===== src/rtl/lsu_ctrl.sv =====
// lsu_ctrl: load/store unit controller that sits between an RV32I core and a data BRAM.
//
// Decodes one request at a time and sequences it as follows:
//   - Legal loads enable the BRAM once, then wait READ_LAT cycles.
//   - Legal stores issue a single lane-shifted, byte-masked write.
//   - Misaligned or illegal requests skip the BRAM and report an error.
//
// Ports:
//   clk, rstn                      clock; asynchronous active-low reset
//   req_valid/req_ready            request handshake (ready only in IDLE)
//   req_we, req_func3, req_addr,
//   req_wdata                      request fields
//   rsp_valid/rsp_ready, rsp_err   response handshake plus error flag
//   bram_en, bram_we, bram_addr,
//   bram_wdata                     BRAM port (word address, per-byte write enable)
//   rd_byte_mask, rd_func3         lane select and width information for the load byte reader
module lsu_ctrl #(
  parameter int READ_LAT   = 1,
  parameter int ADDR_WIDTH = 32
) (
  input  logic                  clk,
  input  logic                  rstn,
  input  logic                  req_valid,
  output logic                  req_ready,
  input  logic                  req_we,
  input  logic [2:0]            req_func3,
  input  logic [ADDR_WIDTH-1:0] req_addr,
  input  logic [31:0]           req_wdata,
  output logic                  rsp_valid,
  input  logic                  rsp_ready,
  output logic                  rsp_err,
  output logic                  bram_en,
  output logic [3:0]            bram_we,
  output logic [ADDR_WIDTH-3:0] bram_addr,
  output logic [31:0]           bram_wdata,
  output logic [3:0]            rd_byte_mask,
  output logic [2:0]            rd_func3
);

  typedef enum logic [1:0] {IDLE, RD_WAIT, WR, RESP} state_t;

  localparam logic [2:0] CNT_LAST = 3'(READ_LAT - 1);

  state_t                state_q, state_d;
  logic [2:0]            cnt_q, cnt_d;
  logic [ADDR_WIDTH-3:0] waddr_q, waddr_d;
  logic [2:0]            func3_q, func3_d;
  logic [31:0]           wdata_q, wdata_d;
  logic [3:0]            mask_q, mask_d;
  logic                  err_q, err_d;

  // Request decode: lane mask, lane-aligned store data, and error classification.
  logic [3:0]  dec_mask;
  logic [31:0] dec_wdata;
  logic        dec_err;
  logic [4:0]  lane_sh;

  always_comb begin
    lane_sh   = {req_addr[1:0], 3'b000};
    dec_mask  = 4'b0000;
    dec_wdata = 32'h0;
    dec_err   = 1'b0;
    case (req_func3)
      3'b000, 3'b100: begin
        dec_mask  = 4'b0001 << req_addr[1:0];
        dec_wdata = {24'h0, req_wdata[7:0]} << lane_sh;
      end
      3'b001, 3'b101: begin
        dec_mask  = 4'b0011 << req_addr[1:0];
        dec_wdata = {16'h0, req_wdata[15:0]} << lane_sh;
        dec_err   = req_addr[0];
      end
      3'b010: begin
        dec_mask  = 4'b1111;
        dec_wdata = req_wdata;
        dec_err   = (req_addr[1:0] != 2'b00);
      end
      default: dec_err = 1'b1;
    endcase
    // Unsigned widths exist only for loads; a store with func3[2] set is illegal.
    if (req_we && req_func3[2]) dec_err = 1'b1;
  end

  always_ff @(posedge clk or negedge rstn) begin
    if (!rstn) begin
      state_q <= IDLE;
      cnt_q   <= 3'd0;
      waddr_q <= '0;
      func3_q <= 3'd0;
      wdata_q <= 32'h0;
      mask_q  <= 4'b0000;
      err_q   <= 1'b0;
    end else begin
      state_q <= state_d;
      cnt_q   <= cnt_d;
      waddr_q <= waddr_d;
      func3_q <= func3_d;
      wdata_q <= wdata_d;
      mask_q  <= mask_d;
      err_q   <= err_d;
    end
  end

  always_comb begin
    state_d    = state_q;
    cnt_d      = cnt_q;
    waddr_d    = waddr_q;
    func3_d    = func3_q;
    wdata_d    = wdata_q;
    mask_d     = mask_q;
    err_d      = err_q;
    bram_en    = 1'b0;
    bram_we    = 4'b0000;
    bram_addr  = '0;
    bram_wdata = 32'h0;
    rsp_valid  = 1'b0;
    rsp_err    = 1'b0;
    case (state_q)
      IDLE: begin
        if (req_valid) begin
          waddr_d = req_addr[ADDR_WIDTH-1:2];
          func3_d = req_func3;
          wdata_d = dec_wdata;
          mask_d  = dec_mask;
          err_d   = dec_err;
          cnt_d   = 3'd0;
          if (dec_err)     state_d = RESP;
          else if (req_we) state_d = WR;
          else             state_d = RD_WAIT;
        end
      end
      RD_WAIT: begin
        // Strobe only on the first wait cycle; the counter covers the BRAM latency.
        bram_en   = (cnt_q == 3'd0);
        bram_addr = waddr_q;
        if (cnt_q == CNT_LAST) state_d = RESP;
        else                   cnt_d   = cnt_q + 3'd1;
      end
      WR: begin
        bram_en    = 1'b1;
        bram_we    = mask_q;
        bram_addr  = waddr_q;
        bram_wdata = wdata_q;
        state_d    = RESP;
      end
      RESP: begin
        rsp_valid = 1'b1;
        rsp_err   = err_q;
        if (rsp_ready) state_d = IDLE;
      end
      default: state_d = IDLE;
    endcase
  end

  // req_ready is gated by rstn so that it stays low while reset is held.
  assign req_ready    = (state_q == IDLE) && rstn;
  assign rd_byte_mask = (state_q != IDLE) ? mask_q  : 4'b0000;
  assign rd_func3     = (state_q != IDLE) ? func3_q : 3'b000;

endmodule

===== config.mk =====
export PLATFORM = sky130hd
export DESIGN_NAME = lsu_ctrl
export DESIGN_NICKNAME = d
export VERILOG_FILES = /design/src/rtl/lsu_ctrl.sv
export SDC_FILE = /design/constraint.sdc
export NUM_CORES = 1
export LEC_CHECK = 0
export ABC_AREA = 1
export ABC_CLOCK_PERIOD_IN_PS = 1500
export CAP_MARGIN = 20
export CORE_AREA = 2 2 113 115
export DETAILED_ROUTE_END_ITERATION = 8
export DIE_AREA = 0 0 115 117
export PLACE_DENSITY = 0.76
export SYNTH_ARGS = -nofsm -noshare
export SYNTH_HDL_FRONTEND = slang
export SYNTH_SLANG_ARGS = --single-unit

===== constraint.sdc =====
create_clock -name clk -period 1.5 [get_ports clk]
set_input_delay 0.45 -clock clk [delete_from_list [all_inputs] [get_ports clk]]
set_output_delay 0.45 -clock clk [all_outputs]
set_load 0.01 [all_outputs]

Yosys cells after proc, flatten, opt, wreduce, memory -nomap -nowiden
Index checks and enable logic that the tools add are counted.
{"block": "totals", "reg_bits": 75, "inputBits": 72}
{"block": "op_classes", "n_addsub": 1, "n_eq_ne": 11, "shift": 4, "muxes": 21, "n_reduce_logical": 14}
{"op": "32-bit one-hot mux with 3 select lines", "count": 1}
{"op": "32-bit 2-to-1 mux", "count": 1}
{"op": "16-bit by 5-bit left shift with 32-bit output", "count": 1}
{"op": "8-bit by 5-bit left shift with 32-bit output", "count": 1}
{"op": "30-bit 2-to-1 mux", "count": 1}
{"op": "4-bit one-hot mux with 3 select lines", "count": 1}
{"op": "2-bit 2-to-1 mux", "count": 5}
{"op": "3-bit 2-to-1 mux", "count": 3}
{"op": "4-bit 2-to-1 mux", "count": 2}
{"op": "2-bit != test (second input constant)", "count": 4}
{"op": "2-bit one-hot mux with 4 select lines", "count": 1}
{"op": "3-bit equality test (second input constant)", "count": 2}
{"op": "3-bit zero test", "count": 2}
{"op": "3-bit one-hot mux with 2 select lines", "count": 1}
{"op": "3-bit AND reduction", "count": 2}
{"op": "2-bit nonzero test", "count": 3}
{"op": "2-bit OR reduction", "count": 3}
{"op": "2-bit equality test (second input constant)", "count": 2}
{"op": "1-bit by 2-bit left shift with 4-bit output (first input constant)", "count": 1}
{"op": "2-bit by 2-bit left shift with 4-bit output (first input constant)", "count": 1}
{"op": "3-bit by 1-bit adder with 3-bit output (second input constant)", "count": 1}
{"op": "3-bit by 1-bit equality test with 1-bit output (second input constant)", "count": 1}
{"op": "3-bit by 2-bit equality test with 1-bit output (second input constant)", "count": 1}
{"op": "1-bit 2-to-1 mux", "count": 3}
{"op": "6 further kinds", "count": 7}

Longest topological paths before layout
{"block": "depth", "depth_word": 7, "ltp_mapped": 9}

Least setup slack after synthesis
OpenSTA, ideal clock, no wires.
{"block": "synth_path", "path_type": "register to output", "start": "register state_q[0]", "end": "output bram_wdata[10]", "arrival_ns": 1.194, "slack_ns": -0.144, "stages_incl_launch_ff": 7, "cell_sequence": "dfrtp_1 inv_1 ha_1 buf_2 buf_1 nand2_1 inv_1"}
{"block": "synth_via", "elab_chain_len": 2}
{"item": "start, declared", "line": "44", "source": "state_t state_q, state_d;"}
{"item": "start signal, assigned", "line": "94", "source": "state_q <= state_d;"}
{"item": "2-bit equality test", "line": "118", "source": "case (state_q)"}
{"item": "32-bit 2-to-1 mux", "line": "118"}
{"item": "end, declared", "line": "35", "source": "output logic [31:0] bram_wdata,"}
Every way passes these cells.

Worst setup path in the final report
{"block": "layout_path", "start": "register state_q[1]", "end": "output bram_wdata[2]"}
Same word-level chain as after synthesis.

==> metrics.csv <==
stage,metric,value,unit
floorplanning,die_area,13500,um^2
yosys,syn_avg_cell_area,6.90,um^2
yosys,synthCells,612,
yosys,ys_warn_count,0,
floorplanning,core,12300,um^2
grt,grt_pass1_wl,25100,um
clocking,tritoncts,done,
grt,antenna_found_initial,0,
critical_path,path_class,reg -> out,
yosys,yosys-mux-area-fraction,0,
timing,drv_slew,0,
grt,grt_max_degree,76,
final_layout,synthToLayoutAreaGrowth,95.5,%
placed_design,port-buffer-count,148,
yosys,synth_xor_area_frac,0.00208,
timing,tightest_slew,1010,ps
final_layout,diodes,0,
route,met2WireLength,8760,um
placed_design,pre_cts_slack,-591,ps
critical_path,worstSetupStartpointType,flip-flop,
route,vias_per_cell,4.98,
critical_path,worst-endpoint-arrival,1660,ps
yosys,synth_nets,690,
run_status,status,"finished, violations left",
power_and_ir_drop,ir_drop,833,uV
clocking,postCtsHoldBufs,0,
clocking,insertion_delay,340,ps
final_layout,fin_util,0.670,
yosys,synth_cell_types,28,
clocking,cts_buffer_depth,2,
yosys,synth_seq_cells,75,
final_layout,nFillCells,909,
clocking,cts-root-buf,clkbuf_16,
timing,hold_viol,0,
route,routed_wl,17100,um
critical_path,r2r_start,state_q[1],
timing,setup_viol,152,
floorplanning,die_x,115,um
timing,finalSetupTns,-56950,ps
floorplanning,fp.dieH,117,um
route,post-route-drc-count,0,
grt,grtUsageTotal,0.243,
route,dr.max_layer_used,met4,
timing,min_period,2110,ps
run_status,violations,negative setup slack,
critical_path,endpoint_kind,output port,
route,wl_met1,6710,um
yosys,synth_top_area_frac,0.445,
critical_path,r2r-end,cnt_q[2],
route,drtIter0Drc,331,
run,maxCapViolCount,0,
yosys,synth_top_area_cell,dfrtp_1,
timing,fin_hold_ws,357,ps
floorplanning,ios,149,
placed_design,dp_hpwl,9040,um
route,post_drt_wl_per_cell,17.0,um
floorplanning,core.rowCount,41,
clocking,cts_max_level,3,
power_and_ir_drop,p_per_area,1970,nW/um^2
timing,finalCritPeriodShare,1.41,
yosys,synth_compound_area_frac,0.0937,
power_and_ir_drop,total_power,16.3,mW
yosys,synthAdderAreaFrac,0.0178,
timing,rsz0062_at_grt,yes,
critical_path,r2r_cells,12,
yosys,synth_top_family_by_area,simple AND/OR/NAND/NOR gates,
placed_design,place.gp.congestion,0.867,
yosys,yosys.area_share.simple,0.314,
final_layout,final_common_cell,nand2_1,
critical_path,crit_end,bram_wdata[2],
critical_path,crit_fanout,8,
yosys,syn_area,4220,um^2
route,wl_met3,1070,um
clocking,clkSinkCount,75,
clocking,cts_buffers,9,
power_and_ir_drop,leakagePower,4.63,nW
critical_path,reg2reg_slack,-310,ps
timing,relSlewSlack,0.326,
final_layout,final_cell_mix,"163 x nand2_1, 77 x buf_6, 75 x nand2_2, 75 x dfrtp_1, 70 x clkdlybuf4s50_1",
final_layout,final_nets,926,
final_layout,final_layout_size_suffix_gt1_frac,0.512,
route,routed-via-count,4996,
critical_path,required,1050,ps
hold_path,hold_path.class,in -> async,
timing,worst_slack,-610,ps
yosys,synth_top_cells_by_area,"dfrtp_1 44%, nand2_1 26%, inv_1 8.4%, nor2_1 2.9%, o211ai_1 2.0%",
yosys,yosysSeqAreaShare,0.445,
floorplanning,start_util,0.343,
critical_path,cp-startpoint,state_q[1],
grt,grt-ovfl-total,0,
grt,first_global_vias,4822,
clocking,path_clk_slew,60,ps
route,ant_nets,0,
timing,max_freq,0.474,GHz
timing,finClkSkew,6.16,ps
route,drtPass1Iterations,7,
-- worst min path at each step --
stage          cells past startpoint  slack, ps          to        from
2_1_floorplan                      0        150    cnt_q[0]        rstn
3_3_place_gp                       2        460  waddr_q[2]  waddr_q[2]
3_5_place_dp                       2        460  waddr_q[9]  waddr_q[9]
4_1_cts                            2        420  wdata_q[3]        rstn
5_1_grt                            2        480  state_q[0]        rstn
6_report                           2        360  func3_q[2]        rstn
-- through the flow --
step / area [um^2] / instances
after floorplan: 4240 / 612
after global placement: 6250 / 936
after detailed placement: 6250 / 936
after CTS: 7560 / 1001
after global routing: 8250 / 1003
final: 8250 / 1003
-- flip-flops by register name (all words and copies together) (netlist names) --
| signal | count |
|---|---|
| cnt_q | 3 |
| wdata_q | 32 |
| err_q | 1 |
| waddr_q | 30 |
| mask_q | 4 |
| state_q | 2 |
| func3_q | 3 |
-- critical path, stage by stage (launching register included) --
cell and delay [ps]:
dfrtp_1 420, buf_6 140, ha_4 260, buf_12 180, buf_6 110, nand2_4 40
inv_2 70, buf_6 100
-- Yosys cell counts --
library cell,instances
o21ai_1,14
a31oi_1,1
o211ai_1,11
inv_2,6
nor2_1,33
o22ai_1,5
nor2_4,3
a21oi_1,12
dfrtp_1,75
clkbuf_1,7
nand2_1,293
buf_2,10
o211ai_2,5
a22oi_1,3
xor2_1,1
nor2_2,1
buf_4,3
inv_1,95
nor2_8,1
o21ai_0,5
a22o_1,3
clkinv_2,1
nand3_1,7
buf_1,6
ha_1,6
nand2_2,1
buf_6,3
o21ai_2,1
-- layer usage --
metal  global-route usage  vias up
li1                     -     2309
met1                0.313     2416
met2                0.414      231
met3               0.0402       40
met4               0.0900        0
met5                    0        -
-- kinds of logic (layout without fill, tap and decap cells) --
kind of cell / after synthesis / after routing
fa+ha+maj: 6 / 6
buf+inv: 131 / 372
compound gates: 60 / 60
flops: 75 / 75
simple gates: 339 / 339
xor+xnor: 1 / 1
-- final cells by class --
class	instances	area, um^2	share of cell area
clock inverters	4	72.6	0.00880
multi-input cells	406	2680	0.325
clock buffers	12	256	0.0311
inverters	102	404	0.0490
flip-flops and latches	75	1880	0.227
well taps	150	188	0.0227
repair buffers	254	2780	0.336
-- timing repair --
item	CTS	global route
setup buffers	35	8
pin swaps	26	54
setup endpoints to repair	152	152
gates cloned	14	0
resized for setup	523	213
-- power breakdown --
group          total, mW  switching (mW)  internal (mW)
combinational       10.0            4.84           5.17
sequential          3.83           0.868           2.96
clock               2.44           0.893           1.55
total               16.3            6.60           9.68
No activity file was read; power rests on OpenSTA's default activity.
